## config.mk

```make
export PLATFORM = sky130hd
export DESIGN_NAME = ajuste_hora
export DESIGN_NICKNAME = d
export VERILOG_FILES = /design/src/rtl/ajuste_hora.sv
export SDC_FILE = /design/constraint.sdc
export NUM_CORES = 1
export LEC_CHECK = 0
export CORE_MARGIN = 2
export CORE_UTILIZATION = 57
export DETAILED_ROUTE_END_ITERATION = 12
export PLACE_DENSITY = 0.92
export REMOVE_ABC_BUFFERS = 1
export SYNTH_ARGS = -nofsm -noshare
export SYNTH_HDL_FRONTEND = slang
export SYNTH_SLANG_ARGS = --single-unit
```

## constraint.sdc

```tcl
create_clock -name clock -period 2.8 [get_ports clock]
set_clock_uncertainty 0.1 [all_clocks]
set_input_delay 0.42 -clock clock [delete_from_list [all_inputs] [get_ports clock]]
set_output_delay 0.42 -clock clock [all_outputs]
set_load 0.03 [all_outputs]
```

## src/rtl/ajuste_hora.sv

```systemverilog
// Time-set controller: edits hour/min/sec/AmPm/format from push buttons,
// then issues a single write request to the RTC and holds off for the burst.
module ajuste_hora (
  input  logic       clock,
  input  logic       reset,
  input  logic       btn_prog,
  input  logic       btn_izq,
  input  logic       btn_der,
  input  logic       btn_arriba,
  input  logic       btn_abajo,
  output logic [6:0] hora,
  output logic [7:0] min,
  output logic [7:0] seg,
  output logic       AmPm,
  output logic       form,
  output logic       chs,
  output logic       editando,
  output logic [2:0] campo
);

  // state | meaning
  // IDLE  | waiting for btn_prog
  // EDIT  | buttons modify the selected field
  // SEND  | one-cycle chs request to the RTC write sequencer
  // HOLD  | 255-cycle lockout while the register burst completes
  typedef enum logic [1:0] {IDLE, EDIT, SEND, HOLD} state_t;

  state_t     state;
  logic [7:0] hold_cnt;
  logic [4:0] btn_q;
  logic [4:0] btn_now;
  logic [4:0] ev;
  logic       ev_prog, ev_izq, ev_der, ev_arriba, ev_abajo;

  assign btn_now = {btn_prog, btn_izq, btn_der, btn_arriba, btn_abajo};
  assign ev      = btn_now & ~btn_q;

  // Only the highest-priority event of the cycle survives.
  always_comb begin
    ev_prog   = ev[4];
    ev_izq    = ev[3] & ~ev[4];
    ev_der    = ev[2] & ~|ev[4:3];
    ev_arriba = ev[1] & ~|ev[4:2];
    ev_abajo  = ev[0] & ~|ev[4:1];
  end

  function automatic logic [6:0] hora_up(input logic [6:0] v);
    if (v == 7'h12)          return 7'h01;
    else if (v[3:0] == 4'h9) return {v[6:4] + 3'd1, 4'h0};
    else                     return v + 7'd1;
  endfunction

  function automatic logic [6:0] hora_dn(input logic [6:0] v);
    if (v == 7'h01)          return 7'h12;
    else if (v[3:0] == 4'h0) return {v[6:4] - 3'd1, 4'h9};
    else                     return v - 7'd1;
  endfunction

  function automatic logic [7:0] bcd60_up(input logic [7:0] v);
    if (v[3:0] != 4'h9)      return v + 8'd1;
    else if (v[7:4] == 4'h5) return 8'h00;
    else                     return {v[7:4] + 4'd1, 4'h0};
  endfunction

  function automatic logic [7:0] bcd60_dn(input logic [7:0] v);
    if (v[3:0] != 4'h0)      return v - 8'd1;
    else if (v[7:4] == 4'h0) return 8'h59;
    else                     return {v[7:4] - 4'd1, 4'h9};
  endfunction

  always_ff @(posedge clock) begin
    if (reset) begin
      state    <= IDLE;
      hold_cnt <= 8'd0;
      btn_q    <= 5'd0;
      hora     <= 7'h12;
      min      <= 8'h00;
      seg      <= 8'h00;
      AmPm     <= 1'b0;
      form     <= 1'b0;
      chs      <= 1'b0;
      editando <= 1'b0;
      campo    <= 3'd0;
    end else begin
      btn_q <= btn_now;
      chs   <= 1'b0;
      case (state)
        IDLE: begin
          if (ev_prog) begin
            state    <= EDIT;
            campo    <= 3'd0;
            editando <= 1'b1;
          end
        end
        EDIT: begin
          if (ev_prog) begin
            state    <= SEND;
            chs      <= 1'b1;
            editando <= 1'b0;
          end else if (ev_izq) begin
            campo <= (campo == 3'd0) ? 3'd4 : campo - 3'd1;
          end else if (ev_der) begin
            campo <= (campo == 3'd4) ? 3'd0 : campo + 3'd1;
          end else if (ev_arriba || ev_abajo) begin
            case (campo)
              3'd0:    hora <= ev_arriba ? hora_up(hora) : hora_dn(hora);
              3'd1:    min  <= ev_arriba ? bcd60_up(min) : bcd60_dn(min);
              3'd2:    seg  <= ev_arriba ? bcd60_up(seg) : bcd60_dn(seg);
              3'd3:    AmPm <= ~AmPm;
              3'd4:    form <= ~form;
              default: ;
            endcase
          end
        end
        SEND: begin
          state    <= HOLD;
          hold_cnt <= 8'hFF;
        end
        HOLD: begin
          // Loaded with 255 and left at the count of 1, giving 255 HOLD cycles.
          if (hold_cnt == 8'd1) begin
            state    <= IDLE;
            hold_cnt <= 8'd0;
          end else begin
            hold_cnt <= hold_cnt - 8'd1;
          end
        end
        default: state <= IDLE;
      endcase
    end
  end

endmodule

```

==> flow_summary.rst <==
.. list-table::
   :header-rows: 1

   * - Metric
     - Value
   * - Final period utilization
     - 86.18%
   * - Post-Layout Cell Count
     - 525
   * - TritonCTS buffer count
     - 5
   * - Sinks on Clock Net
     - 45
   * - Clock Tree Buf Depth
     - 2
   * - # diodes
     - 0
   * - Wire length of the first global-routing pass
     - approximately 13 mm
   * - Setup slack of the critical path after layout
     - 0.3870 ns
   * - Max-slew violation count
     - 0
   * - Data arrival time of the worst path
     - between 2 and 3 ns
   * - Synth async-reset ratio
     - 0%
   * - Outcome
     - finished, final reports clean
   * - Upper clock frequency limit
     - between 400 and 500 MHz
   * - Count of routing violations after the opening detailed-route iteration
     - between 200 and 300
   * - Proportion of layout cells with a drive suffix above 1
     - around 9%
   * - Starting density of the core
     - between 50% and 60%
   * - Internal reg-to-reg setup slack
     - 0.40 ns
   * - Adder-Cell Fraction of Synth Area
     - under 10%
   * - Synthesized-area fraction occupied by and/or/nand/nor cells
     - between 20 and 30%
   * - Share of the synthesized area in compound gates (AO/OA/AOI/OAI)
     - a little under a quarter
   * - Placeable core region
     - ~0.0054 mm²
   * - All-layer global routing usage
     - about 26%
   * - Pwr dens
     - roughly 540 mW/mm²
   * - Most used flip-flop cell after synthesis
     - sky130_fd_sc_hd__dfxtp_1
   * - Number of detailed-routing iterations run before antenna repair
     - 5
   * - Chip height
     - roughly 80 µm
   * - Yosys warning count
     - 0
   * - Crit Path Category
     - in -> reg
   * - Max-capacitance violation count
     - 0
   * - Final RePlAce weighted congestion
     - approximately 0.94
   * - Setup repair after global routing missed its margin
     - no
   * - Number of global-route vias before repair
     - between 3000 and 4000
   * - Library cell used as clock root buffer
     - sky130_fd_sc_hd__clkbuf_8
   * - Setup Viol. Count Final
     - 0
   * - Sum of negative setup slack
     - 0 ns
   * - Number of nets at the end of the flow
     - 476
   * - Worst-case vdd ir drop
     - 0.3306 mV
   * - Avg Cell Area, Syn
     - around 7.5 µm²
   * - EDFF count, synth
     - 0
   * - Mapped Cells
     - around 420
   * - Area overhead of the layout relative to synthesis
     - 17.29%
   * - Maximum level of the CTS H-tree
     - 2
   * - Count of pins on the block boundary
     - 37
   * - HP Class
     - reg -> reg
   * - Placed cell count
     - just over 500
   * - Via-per-instance ratio
     - 6.270
   * - Start point of the worst min-delay path
     - hold_cnt[6]
   * - Reg clk slew, reported paths
     - 0.10 ns
   * - Register bit count reported by yosys
     - 45
   * - Width of the die
     - ~79 µm
   * - Worst endpoint required time
     - between 2 and 3 ns
   * - Later-pin clock latency in the skew report
     - ~0.3 ns
   * - Area of the mapped netlist
     - around 0.0032 mm²
   * - Worst slew margin relative to its limit
     - 60.58%
   * - Die area
     - ~0.0062 mm²
   * - GRT overflow
     - 0
   * - Share of cell area taken by muxes after synthesis
     - about 2.6%
   * - Peak fanout along the critical path
     - 21
   * - # resized after CTS
     - 0
   * - Post-Synth XOR/XNOR Area
     - approximately 3%
   * - Main combinational cell family by area after synthesis
     - simple AND/OR/NAND/NOR gates
   * - Register-to-Register Path Depth
     - 6
   * - Type of element capturing the critical path
     - flop
   * - Total wire length
     - a little under 8 mm
   * - Minimum clock period after layout
     - 2.413 ns
   * - Worst-margin pin slew
     - 0.5831 ns
   * - Antenna-violating nets left
     - 0
   * - TritonCTS clock tree
     - built
   * - DPL Wire Length
     - between 5 and 6 mm
   * - Capturing point of the worst reg2reg path
     - min[7]
   * - Leakage power figure
     - roughly 0.0013 µW
   * - Largest net degree at the start of global routing
     - 22
   * - Wire per inst
     - about 15 µm
   * - Pre-CTS WS
     - 0.1097 ns
   * - Antenna violations before repair
     - 0
   * - Final design utilization
     - 68.51%
   * - Number of hold violations in the final report
     - 0
   * - Total power consumption of the routed design
     - around 2000 µW
   * - Startpoint of the lowest-slack register-to-register path
     - state[1]
   * - Register area share after synthesis
     - between 20 and 30%
   * - Row cnt
     - 27
   * - Number of input and output port buffers inserted
     - 36
   * - Remaining design rule violation count
     - 0
   * - Worst Setup SP
     - btn_izq
   * - Synth unique cells
     - 60
   * - Worst setup path end
     - hora[6]
   * - Post-CTS Setup Bufs
     - 0
   * - Via count of the routed design
     - approximately 3300
   * - Hold buffers post-CTS
     - 0
   * - CP startpoint kind
     - input port
[synthesized netlist by cell type, types with 3 or more instances]
cell type	number	area share, %
sky130_fd_sc_hd__nand4_1	7	1.4
sky130_fd_sc_hd__o211ai_1	5	1.2
sky130_fd_sc_hd__nand2_1	31	3.7
sky130_fd_sc_hd__a31oi_1	11	2.2
sky130_fd_sc_hd__o2111ai_1	4	1.1
sky130_fd_sc_hd__a21oi_1	39	6.1
sky130_fd_sc_hd__xnor2_1	8	2.2
sky130_fd_sc_hd__clkbuf_1	23	2.7
sky130_fd_sc_hd__buf_6	3	1.1
sky130_fd_sc_hd__o21ai_0	25	3.9
sky130_fd_sc_hd__dfxtp_1	45	28
sky130_fd_sc_hd__or2_2	4	0.79
sky130_fd_sc_hd__mux2i_1	6	1.9
sky130_fd_sc_hd__or3_1	6	1.2
sky130_fd_sc_hd__nand3b_1	3	0.71
sky130_fd_sc_hd__nor4_1	3	0.59
sky130_fd_sc_hd__nor2_1	35	4.1
sky130_fd_sc_hd__buf_2	4	0.63
sky130_fd_sc_hd__inv_1	20	2.4
sky130_fd_sc_hd__and2_1	3	0.59
sky130_fd_sc_hd__or4_1	6	1.4
sky130_fd_sc_hd__and3_1	6	1.2
sky130_fd_sc_hd__nor2b_1	14	2.8
sky130_fd_sc_hd__nand2b_1	8	1.6
sky130_fd_sc_hd__a211oi_1	4	0.95
sky130_fd_sc_hd__nand3_1	15	2.4
sky130_fd_sc_hd__ha_1	17	6.7
sky130_fd_sc_hd__nor3_1	21	3.3
sky130_fd_sc_hd__xor2_1	3	0.83
[cell families after synthesis]
kind of cell / Yosys count
and+or+nand+nor: 176
AOI/OAI and AO/OA: 113
DFF: 45
muxes: 8
xor gates and xnor gates: 11
buffers and inverters: 51
adders and majority gates: 17
[worst min-delay path by stage]
stage | endpoint | slack (ns) | cells after the start
global placement | hold_cnt[6] | 0.39 | 2
finish | hold_cnt[6] | 0.42 | 2
CTS | hold_cnt[6] | 0.43 | 2
global route | hold_cnt[4] | 0.47 | 2
floorplan | hold_cnt[6] | 0.37 | 2
detailed placement | AmPm | 0.41 | 2
[layout make-up]
type                    instances  area, µm²
clock buffers                   5      68.82
repair buffers                 55      503.0
inverters                      20      75.07
flip-flops and latches         45      900.9
well taps                      72      90.09
multi-input cells             325       2066
fillers                       446       1713
clock inverters                 3      22.52
[worst max-delay path, cell delays in order]
cell                              delay [ns]
sky130_fd_sc_hd__clkdlybuf4s50_1        0.46
sky130_fd_sc_hd__nor2b_1                0.17
sky130_fd_sc_hd__or4_1                  0.60
sky130_fd_sc_hd__buf_4                  0.26
sky130_fd_sc_hd__o41a_1                 0.43
sky130_fd_sc_hd__o32ai_2                0.19
[cells in the final DEF (no fill, tap or decap), types with 3 or more instances in the layout]
cell,n
sky130_fd_sc_hd__a211oi_1,4
sky130_fd_sc_hd__a21oi_1,39
sky130_fd_sc_hd__a31oi_1,11
sky130_fd_sc_hd__and2_1,3
sky130_fd_sc_hd__and3_1,6
sky130_fd_sc_hd__buf_4,19
sky130_fd_sc_hd__clkbuf_8,5
sky130_fd_sc_hd__clkdlybuf4s50_1,36
sky130_fd_sc_hd__clkinvlp_4,3
sky130_fd_sc_hd__dfxtp_1,45
sky130_fd_sc_hd__ha_1,17
sky130_fd_sc_hd__inv_1,20
sky130_fd_sc_hd__mux2i_1,6
sky130_fd_sc_hd__nand2_1,31
sky130_fd_sc_hd__nand2b_1,8
sky130_fd_sc_hd__nand3_1,15
sky130_fd_sc_hd__nand3b_1,3
sky130_fd_sc_hd__nand4_1,7
sky130_fd_sc_hd__nor2_1,35
sky130_fd_sc_hd__nor2b_1,14
sky130_fd_sc_hd__nor3_1,21
sky130_fd_sc_hd__nor4_1,3
sky130_fd_sc_hd__o2111ai_1,4
sky130_fd_sc_hd__o211ai_1,5
sky130_fd_sc_hd__o21ai_0,25
sky130_fd_sc_hd__or2_2,4
sky130_fd_sc_hd__or3_1,6
sky130_fd_sc_hd__or4_1,6
sky130_fd_sc_hd__xnor2_1,8
sky130_fd_sc_hd__xor2_1,3
[metrics by stage]
step / area [µm²] / hold WS (ns)
floorplan: 3033 / 0.3657
global placement: 3635 / 0.3946
detailed placement: 3635 / 0.4107
CTS: 3726 / 0.4265
global route: 3726 / 0.4733
finish: 3726 / 0.4238
[routing by layer]
layer,up-vias,wire length (µm),GRT usage [%],share of wire (%)
li1,1594,-,-,-
met1,1524,3441,32.12,45
met2,146,3636,43.33,47
met3,28,442,4.598,5.7
met4,0,197,11.23,2.6
met5,-,0,0,0
[state kept, by name (all words and copies together) (netlist names)]
register and cells:
campo 3, AmPm 1, min 8, state 2
btn_q 5, hold_cnt 8, hora 7, seg 8
chs 1, editando 1, form 1
[report_power, final]
part / switching, µW / internal, µW
sequential: 109 / 736
combinational: 424 / 305
clock: 243 / 175
No activity file was read; power rests on OpenSTA's default activity.
